==> config.mk <==
export PLATFORM = sky130hd
export DESIGN_NAME = alu_frame_controller
export DESIGN_NICKNAME = d
export VERILOG_FILES = /design/src/rtl/alu_frame_controller.sv
export SDC_FILE = /design/constraint.sdc
export NUM_CORES = 1
export LEC_CHECK = 0
export ABC_CLOCK_PERIOD_IN_PS = 2700
export BUFFER_PORTS_ARGS = -buffer_cell sky130_fd_sc_hd__buf_2
export CAP_MARGIN = 20
export CELL_PAD_IN_SITES_DETAIL_PLACEMENT = 1
export CELL_PAD_IN_SITES_GLOBAL_PLACEMENT = 2
export CORE_MARGIN = 5
export CORE_UTILIZATION = 34
export CTS_BUF_LIST = sky130_fd_sc_hd__clkbuf_4 sky130_fd_sc_hd__clkbuf_8
export DETAILED_ROUTE_END_ITERATION = 10
export PLACE_DENSITY = 0.84
export SYNTH_ARGS = -nofsm -noshare
export SYNTH_HDL_FRONTEND = slang
export SYNTH_SLANG_ARGS = --single-unit
==> constraint.sdc <==
create_clock -name i_clk -period 2.7 [get_ports i_clk]
set_input_delay 0.135 -clock i_clk [delete_from_list [all_inputs] [get_ports i_clk]]
set_output_delay 0.135 -clock i_clk [all_outputs]
set_load 0.05 [all_outputs]
==> src/rtl/alu_frame_controller.sv <==
// Byte-stream front end for an ALU: receives A5/op/A/B/CHK request frames from an
// RX FIFO, runs the ALU for one cycle and returns a RESULT/STATUS reply to a TX FIFO.
module alu_frame_controller #(
  parameter int NB_DATA        = 8,
  parameter int NB_OPCODE      = 6,
  parameter int TIMEOUT_CYCLES = 1000000,
  parameter int NB_TIMEOUT     = 20
) (
  input  logic                 i_clk,
  input  logic                 i_reset,
  input  logic [NB_DATA-1:0]   i_data_to_read,
  input  logic                 i_fifo_rx_empty,
  input  logic                 i_fifo_tx_full,
  input  logic [NB_DATA-1:0]   i_alu_result,
  output logic                 o_fifo_rx_read,
  output logic                 o_fifo_tx_write,
  output logic [NB_DATA-1:0]   o_data_to_write,
  output logic [NB_OPCODE-1:0] o_alu_opcode,
  output logic [NB_DATA-1:0]   o_alu_op_A,
  output logic [NB_DATA-1:0]   o_alu_op_B,
  output logic                 o_busy,
  output logic                 o_frame_ok,
  output logic                 o_frame_err
);

  // state     | meaning
  // IDLE      | hunting for the 0xA5 start byte, other bytes dropped
  // GET_OP    | waiting for the opcode byte
  // GET_A     | waiting for operand A
  // GET_B     | waiting for operand B
  // GET_CHK   | waiting for the checksum byte
  // EXEC      | single cycle, ALU result latched
  // SEND_RES  | pushing RESULT byte when TX has room
  // SEND_STAT | pushing STATUS byte, frame_ok/frame_err pulse here
  typedef enum logic [2:0] {
    IDLE, GET_OP, GET_A, GET_B, GET_CHK, EXEC, SEND_RES, SEND_STAT
  } state_t;

  localparam logic [NB_DATA-1:0]    START_BYTE = NB_DATA'(8'hA5);
  localparam logic [NB_DATA-1:0]    STAT_OK    = NB_DATA'(8'h00);
  localparam logic [NB_DATA-1:0]    STAT_CHK   = NB_DATA'(8'h01);
  localparam logic [NB_DATA-1:0]    STAT_TMO   = NB_DATA'(8'h02);
  localparam logic [NB_TIMEOUT-1:0] TMO_LAST   = NB_TIMEOUT'(TIMEOUT_CYCLES - 1);

  state_t                state, state_next;
  logic [NB_OPCODE-1:0]  opcode;
  logic [NB_DATA-1:0]    op_a, op_b, result, status;
  logic [NB_TIMEOUT-1:0] tmo_cnt;
  logic                  receiving, pop, push, timed_out, chk_match;

  // Strobes are gated by reset so a reset cycle never touches either FIFO.
  always_comb begin
    receiving  = (state == IDLE) || (state == GET_OP) || (state == GET_A) ||
                 (state == GET_B) || (state == GET_CHK);
    pop        = receiving && !i_fifo_rx_empty && !i_reset;
    push       = ((state == SEND_RES) || (state == SEND_STAT)) && !i_fifo_tx_full && !i_reset;
    timed_out  = receiving && (state != IDLE) && !pop && (tmo_cnt == TMO_LAST);
    chk_match  = (i_data_to_read == (NB_DATA'(opcode) ^ op_a ^ op_b));
    state_next = state;
    case (state)
      IDLE:      if (pop && (i_data_to_read == START_BYTE)) state_next = GET_OP;
      GET_OP:    if (pop) state_next = GET_A;   else if (timed_out) state_next = SEND_RES;
      GET_A:     if (pop) state_next = GET_B;   else if (timed_out) state_next = SEND_RES;
      GET_B:     if (pop) state_next = GET_CHK; else if (timed_out) state_next = SEND_RES;
      GET_CHK: begin
        if (pop)            state_next = chk_match ? EXEC : SEND_RES;
        else if (timed_out) state_next = SEND_RES;
      end
      EXEC:      state_next = SEND_RES;
      SEND_RES:  if (push) state_next = SEND_STAT;
      SEND_STAT: if (push) state_next = IDLE;
      default:   state_next = IDLE;
    endcase
  end

  always_ff @(posedge i_clk) begin
    if (i_reset) begin
      state   <= IDLE;
      opcode  <= '0;
      op_a    <= '0;
      op_b    <= '0;
      result  <= '0;
      status  <= '0;
      tmo_cnt <= '0;
    end else begin
      state <= state_next;
      if (pop) begin
        case (state)
          GET_OP:  opcode <= i_data_to_read[NB_OPCODE-1:0];
          GET_A:   op_a   <= i_data_to_read;
          GET_B:   op_b   <= i_data_to_read;
          default: ;
        endcase
      end
      if (pop || !receiving || (state == IDLE)) tmo_cnt <= '0;
      else                                      tmo_cnt <= tmo_cnt + 1'b1;
      // Error replies carry a zero RESULT so a stale value never leaks out.
      if ((state == GET_CHK) && pop && !chk_match) begin
        result <= '0;
        status <= STAT_CHK;
      end else if (timed_out) begin
        result <= '0;
        status <= STAT_TMO;
      end else if (state == EXEC) begin
        result <= i_alu_result;
        status <= STAT_OK;
      end
    end
  end

  assign o_fifo_rx_read  = pop;
  assign o_fifo_tx_write = push;
  assign o_data_to_write = (state == SEND_RES)  ? result :
                           (state == SEND_STAT) ? status : '0;
  assign o_alu_opcode    = opcode;
  assign o_alu_op_A      = op_a;
  assign o_alu_op_B      = op_b;
  assign o_busy          = (state != IDLE);
  assign o_frame_ok      = push && (state == SEND_STAT) && (status == STAT_OK);
  assign o_frame_err     = push && (state == SEND_STAT) && (status != STAT_OK);

endmodule

## Yosys cells after proc, flatten, opt, wreduce, memory -nomap -nowiden

Index checks and enable logic that the tools add are counted.

| storage, ports and cells | value |
|---|---|
| output and inout bits | 35 |
| logic and storage cells | 78 |
| bits of input ports | 20 |
| flip-flop bits (word level) | 55 |

| cells by class | value |
|---|---|
| multiplexer cells | 15 |
| add/sub/neg operators | 1 |
| eq/ne operators | 13 |
| reductions and logical operators | 39 |
| bitwise gates (word level) | 2 |

Operator list:

| cell | number |
|---|---|
| 3-bit 2-to-1 mux | 8 |
| 3-bit case mux with 8 select lines | 1 |
| 20-bit by 1-bit adder with 20-bit output (second input constant) | 1 |
| 20-bit == test (second input constant) | 1 |
| 1-bit logical AND | 13 |
| 3-bit == test (second input constant) | 4 |
| 8-bit == test | 1 |
| 8-bit == test (second input constant) | 1 |
| 8-bit logical NOT | 1 |
| 2-bit 2-to-1 mux | 4 |
| 8-bit 2-to-1 mux | 1 |
| 8-bit nonzero test | 1 |
| 6-bit by 8-bit bitwise XOR with 8-bit output | 1 |
| 8-bit bitwise XOR | 1 |
| 1-bit logical OR | 7 |
| 3-bit by 2-bit == test with 1-bit output (second input constant) | 2 |
| 1-bit logical NOT | 6 |
| 2-bit AND reduction | 3 |
| 3-bit nonzero test | 2 |
| 2-bit inequality test (second input constant) | 2 |
| 2-bit OR reduction | 2 |
| 3-bit by 1-bit == test with 1-bit output (second input constant) | 1 |
| 3-bit logical NOT | 1 |
| 3-bit AND reduction | 1 |
| 4 further kinds | 4 |

## Longest topological paths before layout

Gate-level depths: netlist (run 1).

| logic depth | value |
|---|---|
| depth after elaboration | 13 |
| gate-level depth with buffers | 8 |
| depth with buffers taken out | 6 |

## Worst setup path before layout (run 1)

OpenSTA, ideal clock, no wires.

| path | value |
|---|---|
| path kind | reg2out |
| from | register state[2] |
| to | output port o_frame_ok |
| required time | 2.565 ns |
| arrival time | 3.225 ns |
| cell stages (with the launch flop) | 6 |
| path slack | -0.660 ns |
| buffers on the path | 1 |
| path through | dfxtp_1 > clkbuf_1 > nand2_1 > nor3_1 > nand2_1 > nor3_1 |

| on the way | value |
|---|---|
| word-level cells in the longest chain between the ends | 6 |
| elaborated cells between the ends (all ways) | 7 |
| those cells by class | 2 x eq/ne; 5 x reduce/logical |

RTL lines:

| what | RTL line | text |
|---|---|---|
| from (decl) | 45 | `state_t state, state_next;` |
| from (signal assigned) | 86 | `state <= state_next;` |
| 3-bit == test | 56 | `push = ((state == SEND_RES) \|\| (state == SEND_STAT)) && !i_fifo_tx_full && !i_reset;` |
| 1-bit logical OR * | 56 |  |
| 1-bit logical AND * (2 in a row) | 56 |  |
| via o_fifo_tx_write | 16 | `output logic o_fifo_tx_write,` |
| 1-bit logical AND * (2 in a row) | 119 | `assign o_frame_ok = push && (state == SEND_STAT) && (status == STAT_OK);` |
| to (decl) | 22 | `output logic o_frame_ok,` |

The timed path passes the listed nets; every way through them passes the cells marked *.

## Worst setup path after layout (run 1)

| path | value |
|---|---|
| from | register tmo_cnt[7] |
| to | register state[2] |

| on the way | value |
|---|---|
| word-level cells in the longest chain between the ends | 5 |
| elaborated cells between the ends (all ways) | 8 |
| those cells by class | 1 x eq/ne; 6 x mux; 1 x reduce/logical |

RTL lines:

| what | RTL line | text |
|---|---|---|
| from (decl) | 48 | `logic [NB_TIMEOUT-1:0] tmo_cnt;` |
| from (signal assigned) | 96 | `else tmo_cnt <= tmo_cnt + 1'b1;` |
| 20-bit == test * | 57 | `timed_out = receiving && (state != IDLE) && !pop && (tmo_cnt == TMO_LAST);` |
| 1-bit logical AND * | 57 |  |
| 3-bit 2-to-1 mux * | n/a |  |
| 3-bit 2-to-1 mux (on tied branches) | n/a |  |
| 3-bit case mux with 8 select lines * | n/a |  |

Every way passes the cells marked *; elsewhere a longest branch is shown, timed or not.
A chain may end at the register's enable or synchronous reset.

==> qor.yml, run 1 <==
run_status:
  status: "completed"
grt:
  grt_overflow: 0
  grt_use_total_pct: 13.6
  grt_pass1_vias: 2273
  antenna_found_initial: 0
  grt_pass1_wl_um: 11000
  grt_max_degree: 22
power:
  irDropWorstVdd_v: 0.000180
  p_leak_nw: 1.32
  p_per_area_nw_per_um2: 424
setup_path:
  path_cells: "or4_1, or4_4, nor4_4, a21oi_1, a221oi_2"
  critical_path_class: "flip-flop to flip-flop"
  slowest_delay_ns: 0.52
  end_kind: "flip-flop"
  crit_arrival_ns: 2.42
  cp.required_ns: 2.93
  crit_path_start_kind: "flip-flop"
  crit_path_max_fanout: 7
  crit_slowest_cell: "or4_1"
routing:
  dr.max_layer_used: "met4"
  viasPerCell: 5.04
  vias: 2242
  drc_errors: 0
  met1_length_um: 3230
  wirelength_um: 6540
  drtPass1Iterations: 4
  drt-initial-drc-count: 54
  wl_per_cell_um: 14.7
  dr_wl_met2_um: 2960
  antenna_left: 0
  wl_met3_um: 280
placed_design:
  port_buffers: 54
  hpwlAfterDp_um: 4840
  place_congestion: 0.811
synthesis:
  syn-num-nets: 312
  ys_warn_count: 0
  yosys-top-cells-area: "dfxtp_1, mux2i_1, xnor2_1"
  netlist_instances: 291
  synth_xor_area_share_pct: 11.8
  ys_types: 44
  synth_top_family_by_area: "simple AND/OR/NAND/NOR gates"
  yosys_register_bits: 55
  synthAdderAreaFrac_pct: 0.468
  synth-simple-area-share_pct: 24.0
  synth_flop_cell: "dfxtp_1"
  ys_seq_area_share_pct: 41.1
  syn_avg_cell_area_um2: 9.20
  synthMuxAreaShare_pct: 12.3
  yosys.area.top_type: "dfxtp_1"
  synthArstFlopShare_pct: 0
  synth_compound_area_share_pct: 7.67
  synth_edf_count: 0
  synth_top_area_share_pct: 41.1
  syn-cell-area_um2: 2680
floorplan:
  fp.dieH_um: 98.7
  die_area_um2: 9750
  start_util_pct: 34.8
  core_um2: 7690
  ioPinCount: 55
  die_x_um: 98.7
  row_count: 32
timing:
  finalClockSkew_ns: 0.00512
  maxSlewViolCount: 0
  fin_tns_setup_ns: 0
  finalHoldViolCount: 0
  max_freq_mhz: 457
  rsz0062_at_grt: "no"
  fin_crit_ns: 2.19
  setup_viol: 0
  finalCritPeriodShare_pct: 81.1
  max_slew_margin_pct: 59.2
  holdWs_ns: 0.109
  worst_slew_pin_slew_ns: 0.611
cells_and_area:
  area_growth_pct: 17.6
  nets: 364
  antenna_cells: 0
  final_common_cell: "dfxtp_1"
  drive_gt1_share_pct: 21.9
  fillerInstances: 942
  final_cell_mix: "dfxtp_1, buf_2, nor2_1, mux2i_1, xnor2_1"
  seq_area_um2: 1100
  multi_input_area_um2: 1520
clock_network:
  clk_latency_ns: 0.31
  numCtsBuffers: 5
  cts_buffer_depth: 2
  cts_setup_buffers: 0
  root_buffer: "clkbuf_8"
  postCtsResizedCells: 0
  cts_tree: "built"
  cts.clk_slew.worst_paths_ns: 0.10
  ctsHtreeMaxLevel: 2
  ctsHoldBuffers: 0
  cts_sinks: 55
hold_path:
  hold_class: "primary input to flip-flop"
flow_run:
  max_cap_viol_count: 0
[final timing paths]
| check | startpoint | end | slack (ns) | cells past startpoint |
|---|---|---|---|---|
| max | tmo_cnt[7] | state[2] | 0.51 | 5 |
| min | i_data_to_read[7] | o_alu_op_B[7] | 0.11 | 3 |
| max reg2reg | tmo_cnt[7] | state[2] | 0.51 | 5 |
| min reg2reg | tmo_cnt[0] | tmo_cnt[0] | 0.47 | 1 |
[layout make-up]
cell class | count | area share, %
multi-input combinational | 219 | 48.2
sequential | 55 | 35.0
timing repair buffer | 58 | 9.54
tap | 102 | 4.06
clock buffer | 6 | 2.62
inverter | 4 | 0.477
clock inverter | 1 | 0.159
[synth_stat cells (all sizes together) (2+ instances only)]
cell / number
nand2: 11
and2: 8
o41ai: 2
a21boi: 2
mux2i: 33
or4: 2
nor3: 6
or3: 5
nand2b: 3
and4: 3
nand4: 7
nand3b: 3
clkbuf: 10
a21oi: 9
xor2: 12
dfxtp: 55
o21ai: 7
nor2: 48
nor4: 10
xnor2: 24
buf: 3
inv: 4
nand3: 7
and3: 2
[cell families (layout without fill, tap and decap cells)]
| family | after synthesis | in the layout |
|---|---|---|
| compound gates | 29 | 29 |
| buf+inv | 17 | 69 |
| simple gates | 120 | 120 |
| fa+ha+maj | 1 | 1 |
| mux | 33 | 33 |
| xor+xnor | 36 | 36 |
| flops | 55 | 55 |
[report_power, final]
| part | switching (mW) | internal (mW) |
|---|---|---|
| Combinational | 0.0361 | 0.0240 |
| Sequential | 0.000113 | 0.810 |
| Clock | 0.261 | 0.202 |
[critical path: cells and delay by family (launching register included)]
kind / cells / cell delay [ns]
DFF: 1 / 0.35
and+or+nand+nor: 3 / 1.37
AOI/OAI and AO/OA: 2 / 0.39
[sequential cells by signal, indices dropped and copies added, names as in the netlist]
signal,cells
state,3
result,8
o_alu_op_A,8
status,2
tmo_cnt,20
o_alu_opcode,6
o_alu_op_B,8
[per-layer routing]
layer	up-vias	GRT usage [%]
met5	-	0
met4	0	3.78
met3	6	3.18
met2	43	22.0
met1	1062	18.2
li1	1131	-
[stage by stage]
step           setup WS [ns]  std cells  cell area [µm²]  total power, mW  util [%]
4_1_cts                0.504        445             3150             1.36      40.9
3_5_place_dp           0.511        438             3060            0.891      39.8
3_3_place_gp           0.555        438             3060            0.890      39.8
6_report               0.511        445             3150             1.33      40.9
2_1_floorplan          0.212        291             2690            0.860         -
5_1_grt                0.378        445             3150             1.39      40.9
No activity file was read; power rests on OpenSTA's default activity.
==> inputs of run 2 (changes only) <==
Settings changed: ABC_CLOCK_PERIOD_IN_PS 2700 to 1930, CORE_UTILIZATION 34 to 31, PLACE_DENSITY 0.84 to 0.81.
Clock period 2.7 ns to 1.93 ns, I/O delays scaled along.
==> run 2 against run 1 <==
  * The flow now finishes with violations (setup timing)
  * Critical path depth rose by 1
  * Maximum frequency rose by 4.9%
  * Routed wire length rose by 10%
  * Via count rose by 3.0%
  * Count of clock-buffer cells in the layout did not move
  * Sequential cell count did not move
  * Combinational power rose by 49%
  * Clock skew barely moved
  * Global-route usage rose by 0.66 points
  * Total power rose by 49%
  * Worst setup slack got worse by 0.67 ns
  * Sequential power rose by 39%
  * Critical path type unchanged
==> qor.yml, run 2 (synthesis results as in run 1) <==
clock_network:
  cts.clk_slew.worst_paths_ns: 0.10  # about the same
  root_buffer: "clkbuf_8"
  cts_sinks: 55  # unchanged
  cts_buffer_depth: 2  # unchanged
  cts_tree: "built"
  numCtsBuffers: 5  # unchanged
  ctsHoldBuffers: 0  # unchanged
  clk_latency_ns: 0.30  # about the same
  ctsHtreeMaxLevel: 2  # unchanged
floorplan:
  die_x_um: 103  # +4.2%
  ioPinCount: 55  # unchanged
  start_util_pct: 32.2  # -2.6 points
  fp.dieH_um: 103  # +4.2%
  core_um2: 8300  # +8.0%
  row_count: 33  # +3.1%
  die_area_um2: 10600  # +8.7%
routing:
  vias: 2309  # +3.0%
  drc_errors: 0  # unchanged
  wl_per_cell_um: 15.4  # +4.9%
  viasPerCell: 4.93  # -2.1%
  wirelength_um: 7220  # +10%
  drt-initial-drc-count: 63  # +17%
  drtPass1Iterations: 4  # unchanged
  antenna_left: 0  # unchanged
timing:
  worst_slew_pin_slew_ns: 0.608  # -0.00269 ns
  fin_ws_ns: -0.157  # -0.668 ns
  maxSlewViolCount: 0  # unchanged
  max_freq_mhz: 479  # +4.9%
  finalClockSkew_ns: 0.00494  # -0.000180 ns
  finalHoldViolCount: 0  # unchanged
  setup_viol: 13  # +13
  max_slew_margin_pct: 59.3  # +0.18 points
  rsz0062_at_grt: "yes"
  fin_tns_setup_ns: -1.28  # -1.28 ns
  fin_crit_ns: 2.09  # -0.102 ns
  finalCritPeriodShare_pct: 108  # +27 points
placed_design:
  hpwlAfterDp_um: 5450  # +13%
  place_congestion: 0.769  # -5.1%
  port_buffers: 54  # unchanged
setup_path:
  crit_path_max_fanout: 5  # -2
  crit_arrival_ns: 2.31  # -0.11 ns
  cp.required_ns: 2.15  # -0.78 ns
  end_kind: "flip-flop"
  crit_path_start_kind: "flip-flop"
  critical_path_class: "flip-flop to flip-flop"
power:
  p_sw_mw: 0.423  # +42%
  p_per_area_nw_per_um2: 588  # +39%
  seqPwrFrac_pct: 57.0  # -3.8 points
  irDropWorstVdd_v: 0.000423  # +140%
  p_leak_nw: 1.44  # +9.0%
  p_int_mw: 1.57  # +51%
  p_sw_share_pct: 21.3  # -1.0 points
  pwr-share-comb_pct: 4.5  # about the same
  power.share.clock_pct: 38.5  # +3.8 points
  total_power_mw: 1.99  # +49%
cells_and_area:
  drive_gt1_share_pct: 29.5  # +7.6 points
  area_growth_pct: 26.4
  final_core_utilization_pct: 40.8  # -0.18 points
  final_cell_mix: "buf_2, dfxtp_1, nor2_1, mux2i_1, xnor2_1"
  final_common_cell: "buf_2"
  nets: 384  # +5.5%
  antenna_cells: 0  # unchanged
  largest_register_ffs: 20  # unchanged
  regMostFlops: "tmo_cnt"
flow_run:
  max_cap_viol_count: 0  # unchanged
grt:
  grt_use_total_pct: 14.3  # +0.66 points
  antenna_found_initial: 0  # unchanged
  grt_pass1_vias: 2436  # +7.2%
  grt_pass1_wl_um: 11900  # +7.6%
  grt_max_degree: 29  # +32%
  grt_overflow: 0  # unchanged
hold_path:
  hold_class: "primary input to flip-flop"
run_status:
  violations: "setup timing"
  status: "finished with violations"
[run 2: cell types whose count changed in the layout (fill, tap and decap cells not counted), sizes merged]
cell and delta:
buf +20, bufinv +1, clkinv -1
[run 2: repair_timing]
action	in CTS	in global routing
buffers inserted	0	4
hold endpoints to repair	0	0
gates cloned	0	1
setup endpoints to repair	14	23
pin swaps	1	3
resized for setup	1	8
[run 2: power groups by stage]
stage          sequential [mW]  clock, mW  combinational [mW]
2_1_floorplan             1.16          0              0.0435
3_3_place_gp              1.16          0              0.0881
3_5_place_dp              1.16          0              0.0901
4_1_cts                   1.13      0.800              0.0909
5_1_grt                   1.13      0.839              0.0970
6_report                  1.13      0.765              0.0895
[run 2: final cells by class]
type | instances | area (µm²)
fillers | 1006 | 4920
multi-input cells | 219 | 1570
flip-flops and latches | 55 | 1100
repair buffers | 78 | 452
well taps | 105 | 131
clock buffers | 6 | 76.3
clock inverters | 1 | 30.0
inverters | 4 | 15.0
[run 2: final timing paths]
| kind | cells after the start | from | endpoint | slack, ns |
|---|---|---|---|---|
| worst min register to register | 1 | tmo_cnt[0] | tmo_cnt[0] | 0.48 |
| worst max register to register | 6 | tmo_cnt[11] | state[2] | -0.16 |
| worst max-delay path | 6 | tmo_cnt[11] | state[2] | -0.16 |
| worst min-delay path | 3 | i_data_to_read[6] | o_alu_op_A[6] | 0.09 |
[run 2: metal layers]
layer	global-route usage [%]	vias to the layer above	routed length, µm
li1	-	1164	-
met1	17.6	1103	3400
met2	24.1	38	3430
met3	3.92	4	318
met4	4.38	0	60
met5	0	-	0
[run 2: per-stage QoR]
stage / instance area (µm²) / hold slack (ns) / instances / setup slack, ns
floorplan: 2720 / 0.240 / 291 / -0.0870
global placement: 3210 / 0.388 / 456 / -0.0923
detailed placement: 3210 / 0.404 / 456 / -0.118
CTS: 3320 / 0.0717 / 463 / -0.158
global route: 3380 / 0.0919 / 468 / -0.212
finish: 3380 / 0.0867 / 468 / -0.157
[run 2: critical path, stage by stage (launching register included)]
cell      delay, ns
dfxtp_1        0.32
or4_1          0.52
or4_4          0.48
nor4_4         0.22
buf_4          0.18
o21ai_1        0.08
a221oi_2       0.21
